===== src/rtl/ntt_iter_core.sv =====
// ntt_iter_core
//   Iterative N-point number-theoretic transform. A single butterfly is
//   time-multiplexed over an in-place coefficient buffer. Forward NTT or
//   inverse NTT (with N^-1 scaling) is chosen per polynomial.
//
//   Flow: LOAD (N beats, bit-reversed write) -> CALC (LOG_N*N/2 butterflies,
//   one per cycle) -> DRAIN (N beats, natural order) -> LOAD.
//
// Ports
//   clk, rst_n            clock, asynchronous active-low reset
//   s_valid/s_ready       input coefficient handshake (ready only in LOAD)
//   s_data                input coefficient, natural order, reduced mod q
//   s_inverse             mode, sampled on beat 0 (1 = INTT)
//   m_valid/m_ready       output coefficient handshake (valid only in DRAIN)
//   m_data, m_last        output coefficient, last flag on coefficient N-1
//   busy                  high in CALC or DRAIN
module ntt_iter_core #(
    parameter int N          = 16,
    parameter int DATA_WIDTH = 16,
    parameter int MODULUS    = 17,
    parameter int ROOT       = 3,
    parameter int ROOT_INV   = 6,
    parameter int N_INV      = 16
) (
    input  logic                  clk,
    input  logic                  rst_n,
    input  logic                  s_valid,
    output logic                  s_ready,
    input  logic [DATA_WIDTH-1:0] s_data,
    input  logic                  s_inverse,
    output logic                  m_valid,
    input  logic                  m_ready,
    output logic [DATA_WIDTH-1:0] m_data,
    output logic                  m_last,
    output logic                  busy
);
    localparam int DW    = DATA_WIDTH;
    localparam int AW    = $clog2(N);
    localparam int LOG_N = AW;
    localparam int SW    = (LOG_N > 1) ? $clog2(LOG_N) : 1;

    localparam logic [2*DW-1:0] Q_W   = (2*DW)'(MODULUS);
    localparam logic [DW:0]     Q_1   = (DW+1)'(MODULUS);
    localparam logic [DW-1:0]   Q_D   = DW'(MODULUS);
    localparam logic [DW-1:0]   NINV  = DW'(N_INV);
    localparam logic [AW-1:0]   LASTI = AW'(N-1);
    localparam logic [SW-1:0]   LASTS = SW'(LOG_N-1);

    typedef enum logic [1:0] {LOAD, CALC, DRAIN} state_t;

    function automatic logic [DW-1:0] mulmod(input logic [DW-1:0] a, input logic [DW-1:0] b);
        logic [2*DW-1:0] p;
        p = {{DW{1'b0}}, a} * {{DW{1'b0}}, b};
        return DW'(p % Q_W);
    endfunction

    function automatic logic [DW-1:0] powmod(input int base, input int e);
        logic [DW-1:0] r;
        r = DW'(1);
        for (int i = 0; i < e; i++) r = mulmod(r, DW'(base));
        return r;
    endfunction

    // Per-stage twiddle step: wlen_s = R^(N/len), len = 2^(s+1).
    logic [DW-1:0] wlen_fwd [LOG_N];
    logic [DW-1:0] wlen_inv [LOG_N];
    for (genvar s = 0; s < LOG_N; s++) begin : g_tw
        localparam logic [DW-1:0] WF = powmod(ROOT,     N >> (s+1));
        localparam logic [DW-1:0] WI = powmod(ROOT_INV, N >> (s+1));
        assign wlen_fwd[s] = WF;
        assign wlen_inv[s] = WI;
    end

    state_t          state_q, state_d;
    logic [AW-1:0]   load_cnt_q, out_cnt_q, base_q, j_q;
    logic [SW-1:0]   st_q;
    logic [DW-1:0]   w_q;
    logic            inverse_q;
    logic [DW-1:0]   mem_q [N];

    logic [AW-1:0]   half, idx_u, idx_v, brev;
    logic [AW:0]     end_w;
    logic [DW-1:0]   u, v, t, wlen, s_red, sum_r, diff_r;
    logic [DW:0]     sum, diff;
    logic            grp_last, blk_last, bf_last;

    always_comb begin
        half     = AW'(1) << st_q;
        idx_u    = base_q + j_q;
        idx_v    = idx_u + half;
        end_w    = {1'b0, base_q} + ({1'b0, half} << 1);
        u        = mem_q[idx_u];
        v        = mem_q[idx_v];
        t        = mulmod(w_q, v);
        // u, t < q so one conditional subtract is a full reduction.
        sum      = {1'b0, u} + {1'b0, t};
        diff     = {1'b0, u} + Q_1 - {1'b0, t};
        sum_r    = (sum  >= Q_1) ? DW'(sum  - Q_1) : DW'(sum);
        diff_r   = (diff >= Q_1) ? DW'(diff - Q_1) : DW'(diff);
        wlen     = inverse_q ? wlen_inv[st_q] : wlen_fwd[st_q];
        grp_last = (j_q == half - AW'(1));
        blk_last = grp_last && (end_w == (AW+1)'(N));
        bf_last  = blk_last && (st_q == LASTS);
        s_red    = s_data % Q_D;
        brev     = '0;
        for (int i = 0; i < AW; i++) brev[i] = load_cnt_q[AW-1-i];
    end

    always_comb begin
        state_d = state_q;
        s_ready = 1'b0;
        m_valid = 1'b0;
        m_last  = 1'b0;
        m_data  = '0;
        busy    = 1'b0;
        case (state_q)
            LOAD: begin
                s_ready = 1'b1;
                if (s_valid && load_cnt_q == LASTI) state_d = CALC;
            end
            CALC: begin
                busy = 1'b1;
                if (bf_last) state_d = DRAIN;
            end
            DRAIN: begin
                busy    = 1'b1;
                m_valid = 1'b1;
                m_last  = (out_cnt_q == LASTI);
                m_data  = inverse_q ? mulmod(mem_q[out_cnt_q], NINV) : mem_q[out_cnt_q];
                if (m_ready && out_cnt_q == LASTI) state_d = LOAD;
            end
            default: state_d = LOAD;
        endcase
    end

    always_ff @(posedge clk or negedge rst_n) begin
        if (!rst_n) begin
            state_q    <= LOAD;
            load_cnt_q <= '0;
            out_cnt_q  <= '0;
            base_q     <= '0;
            j_q        <= '0;
            st_q       <= '0;
            w_q        <= DW'(1);
            inverse_q  <= 1'b0;
        end else begin
            state_q <= state_d;
            case (state_q)
                LOAD: if (s_valid) begin
                    // Counter wraps to 0 after beat N-1 (N is a power of two).
                    load_cnt_q <= load_cnt_q + AW'(1);
                    if (load_cnt_q == '0) inverse_q <= s_inverse;
                    if (load_cnt_q == LASTI) begin
                        base_q <= '0;
                        j_q    <= '0;
                        st_q   <= '0;
                        w_q    <= DW'(1);
                    end
                end
                CALC: begin
                    if (grp_last) begin
                        j_q <= '0;
                        w_q <= DW'(1);
                        if (blk_last) begin
                            base_q <= '0;
                            st_q   <= bf_last ? '0 : st_q + SW'(1);
                        end else begin
                            base_q <= end_w[AW-1:0];
                        end
                    end else begin
                        j_q <= j_q + AW'(1);
                        w_q <= mulmod(w_q, wlen);
                    end
                end
                DRAIN: if (m_ready) out_cnt_q <= out_cnt_q + AW'(1);
                default: ;
            endcase
        end
    end

    // Coefficient buffer: contents are don't-care after reset.
    always_ff @(posedge clk) begin
        if (state_q == LOAD && s_valid) begin
            mem_q[brev] <= s_red;
        end else if (state_q == CALC) begin
            mem_q[idx_u] <= sum_r;
            mem_q[idx_v] <= diff_r;
        end
    end
endmodule


===== config.mk =====
export PLATFORM = sky130hd
export DESIGN_NAME = ntt_iter_core
export DESIGN_NICKNAME = d
export VERILOG_FILES = /design/src/rtl/ntt_iter_core.sv
export SDC_FILE = /design/constraint.sdc
export NUM_CORES = 2
export LEC_CHECK = 0
export ABC_AREA = 1
export ABC_CLOCK_PERIOD_IN_PS = 75800
export CORE_MARGIN = 2
export CORE_UTILIZATION = 40
export CTS_CLUSTER_DIAMETER = 30
export DETAILED_ROUTE_END_ITERATION = 6
export GPL_ROUTABILITY_DRIVEN = 1
export PLACE_DENSITY_LB_ADDON = 0.3
export SLEW_MARGIN = 15
export SYNTH_ARGS = -nofsm -noshare
export SYNTH_HDL_FRONTEND = slang
export SYNTH_SLANG_ARGS = --single-unit
export TNS_END_PERCENT = 100

===== constraint.sdc =====
create_clock -name clk -period 75.8 [get_ports clk]
set_input_delay 15.16 -clock clk [delete_from_list [all_inputs] [get_ports clk]]
set_output_delay 15.16 -clock clk [all_outputs]
set_load 0.005 [all_outputs]

# Word level (Yosys, flattened, before mapping)

Memories as Yosys holds them, arrays and structs flattened.
Index checks and enable logic that the tools add are counted.

Register bits: 37
Memory bits (writable): 256
Input port bits: 21
Output and inout port bits: 20
Logic and storage cells: 108
Memories kept: 1

Memories:

| name  | words | bits a word | read ports | clocked after memory_dff | wr ports | RTL line | source |
|---|---|---|---|---|---|---|---|
| mem_q | 16    | 16          | 3          | 0                        | 2        | 79       | `logic [DW-1:0] mem_q [N];` |

Add/sub/neg operators: 13
Multipliers: 2
Divide/modulo/power cells: 4
Magnitude comparators: 3
Equality and inequality tests: 14
Shifts and indexed selects: 1
Mux-type cells: 44
Bitwise operators: 1
Reductions and logical operators: 17

Operators with widths:

| cell                                                                   | number |
|---|---|
| 16-bit 2-to-1 mux                                                      | 13 |
| 16-bit binary-select mux with 2-bit select                             | 2 |
| 32-bit by 5-bit modulo with 32-bit output, second input constant       | 2 |
| 16-bit by 16-bit multiplier with 32-bit output                         | 2 |
| 17-bit by 5-bit >= comparator with 1-bit output, second input constant | 2 |
| 20-bit by 5-bit modulo with 32-bit output, second input constant       | 1 |
| 16-bit case mux with 2 select lines                                    | 1 |
| 16-bit by 5-bit subtractor with 16-bit output, second input constant   | 2 |
| 4-bit 2-to-1 mux                                                       | 6 |
| 16-bit by 16-bit adder with 17-bit output                              | 1 |
| 16-bit by 5-bit adder with 17-bit output, second input constant        | 1 |
| 17-bit by 16-bit subtractor with 17-bit output                         | 1 |
| 16-bit by 5-bit modulo with 16-bit output, second input constant       | 1 |
| 2-bit 2-to-1 mux                                                       | 8 |
| 4-bit case mux with 2 select lines                                     | 2 |
| 16-bit OR reduction                                                    | 1 |
| 2-bit != test, second input constant                                   | 7 |
| 4-bit by 1-bit adder with 4-bit output, second input constant          | 3 |
| 1-bit 2-to-1 mux                                                       | 10 |
| 3-bit AND reduction                                                    | 3 |
| 4-bit adder                                                            | 2 |
| 4-bit == test, second input constant                                   | 2 |
| 2-bit case mux with 3 select lines                                     | 1 |
| 4-bit by 5-bit adder with 5-bit output                                 | 1 |
| 18 further kinds                                                       | 24 |

# Depth between registers and ports, before layout

Depth in word-level cells: 9
Mapped depth: 227
Gate-level depth less buffers: 224

# Worst setup path after synthesis

No wires, ideal clock.

Kind: register to output
Start: register out_cnt_q[0]
End: output port m_data[8]
Arrival time: 13.840 ns
Data required time: 60.640 ns
Path slack: 46.800 ns
Stages on the path, launching flop included: 109
Path buffers: 4
Path through: dfrtp_1 clkbuf_1 inv_1 clkbuf_1 buf_2 a211oi_1 a311oi_1 o22ai_1 a31oi_1 a21oi_1 nand2_1 nand2_1 nor3_1 nand2_1 nand2_1 o21ai_1 nand2_1 a21boi_0 [... 73 more ...] inv_1 ha_1 o21ai_0 nand2_1 nor3_1 nand2_1 inv_2 ha_1 o31ai_1 nand2_1 nor3_1 nand2_1 buf_2 inv_1 nor2_1 nand2_1 a21oi_1 a211oi_1

Longest elaborated chain between the ends: 4

Ends and longest elaborated chain:

| what                                      | RTL line | source |
|---|---|---|
| from (decl)                               | 75       | `logic [AW-1:0] load_cnt_q, out_cnt_q, base_q, j_q;` |
| from (signal assigned)                    | 175      | `DRAIN: if (m_ready) out_cnt_q <= out_cnt_q + AW'(1);` |
| memory read 16 x 16 bit *                 | n/a      |  |
| 20-bit by 5-bit modulo with 32-bit output | 54       | `return DW'(p % Q_W);` |
| 16-bit 2-to-1 mux *                       | 129      | `m_data = inverse_q ? mulmod(mem_q[out_cnt_q], NINV) : mem_q[out_cnt_q];` |
| 16-bit 2-to-1 mux *                       | 116      | `case (state_q)` |
| to (decl)                                 | 33       | `output logic [DATA_WIDTH-1:0] m_data,` |

Every way passes the cells marked *; elsewhere a longest branch is shown, timed or not.

# Final worst setup path

Start: register out_cnt_q[0]
End: output port m_data[11]

The elaborated chain is that of the path after synthesis.

==> summary.md <==
| Metric | Value |
|---|---|
| Status | `finished, final reports clean` |
| CTS Hold Bufs | `0` |
| Area growth, synth to finish | `10.01%` |
| Seq cells post-synth | `292` |
| Routability-driven placement congestion ratio | `0.9439` |
| Basic-gate share of the synthesized area counting and, or, nand and nor cells | `0.2849` |
| Via density per instance | `5.528` |
| Layout cells sized above 1 | `0.1093` |
| Data required time of the critical path | `60.64 ns` |
| Most frequent cell after synthesis | `sky130_fd_sc_hd__nand2_1` |
| Detailed-routing iteration count for the pre-antenna-repair pass | `6` |
| Remaining Overflow, GRT | `0` |
| Proportion of synthesized area in mux cells | `0.0002265` |
| Initial core utilization | `0.4048` |
| Most prevalent standard cell on the critical path | `sky130_fd_sc_hd__nand2_1` |
| Global-route wire length before repair | `230.5 mm` |
| IO Pins | `41` |
| Rows | `121` |
| Critical path data arrival time | `19.24 ns` |
| Half-perimeter wire length of the detailed placement result | `107.4 mm` |
| CP Capture Type | `primary output` |
| Total DRC errors in the routed layout | `0` |
| Clock root buffer | `sky130_fd_sc_hd__clkbuf_16` |
| Unique masters post-synth | `78` |
| Commonest register cell after synthesis | `sky130_fd_sc_hd__edfxtp_1` |
| Register area share after synthesis | `0.1944` |
| # port buffers | `40` |
| DRC violation total after the first TritonRoute iteration | `4348` |
| Crit. path cell count | `109` |
| Via count | `43.81k` |
| Post-synthesis adder-cell area fraction | `0.1863` |
| Area taken by flip-flops and latches | `8596 µm²` |
| Kind of cell adding the most delay to the critical path | `simple AND/OR/NAND/NOR gates` |
| Post-Synthesis Mean Instance Area | `6.827 µm²` |
| Synth top cells by count | `sky130_fd_sc_hd__nand2_1, sky130_fd_sc_hd__inv_1, sky130_fd_sc_hd__o21ai_0` |
| Critical path fanouts, max | `77` |
| Maximum level of the CTS H-tree | `3` |
| Antenna Nets Post-Route | `0` |
| Setup clock skew after layout | `0.04705 ns` |
| DR WL/cell | `18.67 µm` |
| Area share of xor/xnor cells in the synthesized design | `0.04332` |
| Yosys top cell area share | `0.1740` |
| Post-CTS setup buffer count | `0` |
| GRT Overall Usage | `0.2583` |
| Net count of the mapped netlist | `7007` |
| TNS Setup | `0 ns` |
| Die Height | `336.4 µm` |
| Ranking of synthesized cells by area | `sky130_fd_sc_hd__edfxtp_1, sky130_fd_sc_hd__nand2_1, sky130_fd_sc_hd__fa_1` |
| Number of clock sinks | `292` |
| Number of antenna violations at the first check in global routing | `4` |
| Instance count of the mapped netlist | `6472` |
| Number of global-route vias before repair | `41.28k` |
| Maximum capacitance violations | `0` |
| Worst-case reg-to-reg path depth | `182` |
| Cell with the largest stage delay on the worst path | `sky130_fd_sc_hd__dfrtp_2` |
| Slowest Stage Delay on Critical Path | `0.88 ns` |
| Net total in the final layout | `6928` |
| Area of the multi-input gates | `30860 µm²` |
| Type of the worst setup path | `flip-flop to primary output` |
| Final worst path period share | `0.4539` |
| TritonCTS clock tree | `built` |
| Maximum root-to-sink buffer count | `3` |
| Final Critical Period | `34.40 ns` |
| Pin count of the biggest net entering global routing | `104` |
| Startpoint Class | `flip-flop` |
| Resized cells post-CTS | `0` |
| Max Freq | `29.07 MHz` |
| Final hold viol count | `0` |
| RSZ-0062 raised after global routing | `false` |
| Final count of pins violating max slew | `0` |
| Worst skew pair latency | `0.61 ns` |
| Share of flip-flops with an asynchronous set or reset | `0.1233` |
| Cell count of the worst hold path | `2` |
| Core region area | `109200 µm²` |
| Dominant combinational cell family by area after synthesis | `simple AND/OR/NAND/NOR gates` |
| Synthesized cell area | `44190 µm²` |
| Synthesized-area fraction occupied by ao, oa, aoi and oai cells | `0.1784` |
| Overall die width | `336.4 µm` |
| Number of buffer and inverter stages on the critical path | `14` |
| Yosys top cell by area | `sky130_fd_sc_hd__edfxtp_1` |
| Count of warnings emitted by yosys | `0` |
| Area enclosed by the die boundary | `113100 µm²` |
| Worst hold-check path type | `flip-flop to flip-flop` |
| Filler cell count | `11.11k` |
| Clock input transition at the sequential cells of the worst setup and hold paths | `0.04 ns` |
| Tightest Pin Transition | `1.223 ns` |
| Post-synth EDFFs | `256` |
| TritonCTS buffer count | `68` |
| Total Wirelength | `148.0 mm` |
| Worst slew slack as a fraction of its limit | `0.1741` |
| Final setup violation count | `0` |
[worst register-to-register path: cells and delay by family (launching register included)]
| kind | cells | cell delay (ns) |
|---|---|---|
| buffers and inverters | 17 | 3.38 |
| DFF | 1 | 0.42 |
| and+or+nand+nor | 123 | 14.46 |
| AOI/OAI and AO/OA | 25 | 5.12 |
| xor gates and xnor gates | 4 | 1.83 |
| adders and majority gates | 13 | 5.96 |
[logic make-up (layout without fill, tap and decap cells)]
logic type,Yosys count,in the layout
xor+xnor,213,213
mux,1,1
fa+ha+maj,514,514
buf+inv,1304,1280
flops,292,292
other cells,0,1
compound gates,1365,1365
simple gates,2783,2783
[metrics by stage]
| stage | area [µm²] | hold WS [ns] | instances | util | worst slack [ns] |
|---|---|---|---|---|---|
| 2_1_floorplan | 44190 | 0.4782 | 6472 | - | 46.80 |
| 3_3_place_gp | 46160 | 0.5068 | 7799 | 0.4229 | 42.65 |
| 3_5_place_dp | 46160 | 0.5120 | 7799 | 0.4229 | 42.37 |
| 4_1_cts | 48570 | 0.5212 | 7924 | 0.4450 | 41.70 |
| 5_1_grt | 48610 | 0.5593 | 7925 | 0.4453 | 39.10 |
| 6_report | 48610 | 0.5155 | 7925 | 0.4453 | 41.40 |
[cells in the final DEF, fill, tap and decap left out, types with 159 or more instances in the layout]
cell type,n
sky130_fd_sc_hd__nor2_1,557
sky130_fd_sc_hd__edfxtp_1,256
sky130_fd_sc_hd__nand2_1,1412
sky130_fd_sc_hd__inv_1,949
sky130_fd_sc_hd__o21ai_0,546
sky130_fd_sc_hd__a21oi_1,382
sky130_fd_sc_hd__xor2_1,159
sky130_fd_sc_hd__ha_1,273
sky130_fd_sc_hd__nand2_2,195
sky130_fd_sc_hd__fa_1,240
sky130_fd_sc_hd__nand3_1,310
[final timing paths]
kind / from / endpoint / slack [ns]
min: state_q[0] / state_q[0] / 0.52
max in group asynchronous: rst_n / j_q[0] / 60.38
max reg2reg: j_q[1] / mem_q[7][14] / 44.32
max: out_cnt_q[0] / m_data[11] / 41.40
min in group asynchronous: rst_n / w_q[11] / 14.71
min reg2reg: state_q[0] / state_q[0] / 0.52
[state kept, by name, indices dropped and copies added (netlist names)]
register / count
mem_q: 256
w_q: 16
j_q: 4
load_cnt_q: 4
out_cnt_q: 4
base_q: 3
st_q: 2
state_q: 2
inverse_q: 1
[layout make-up]
cell class / count / area share
Sequential cell: 292 / 0.1768
Clock inverter: 46 / 0.01336
Antenna cell: 1 / 0.00005148
Tap cell: 1476 / 0.03799
Multi-Input combinational cell: 4876 / 0.6348
Timing Repair Buffer: 115 / 0.01997
Clock buffer: 79 / 0.03629
Inverter: 1040 / 0.08067
[layer usage]
layer,vias up,wire [µm],GRT usage
met5,-,12,0
li1,21010,-,-
met2,2047,66030,0.4207
met1,20310,59280,0.3308
met4,2,7285,0.1072
met3,435,15380,0.05571
Power is not shown: default switching activity piles up to over one toggle a cycle in this logic, so the estimate is an artifact.
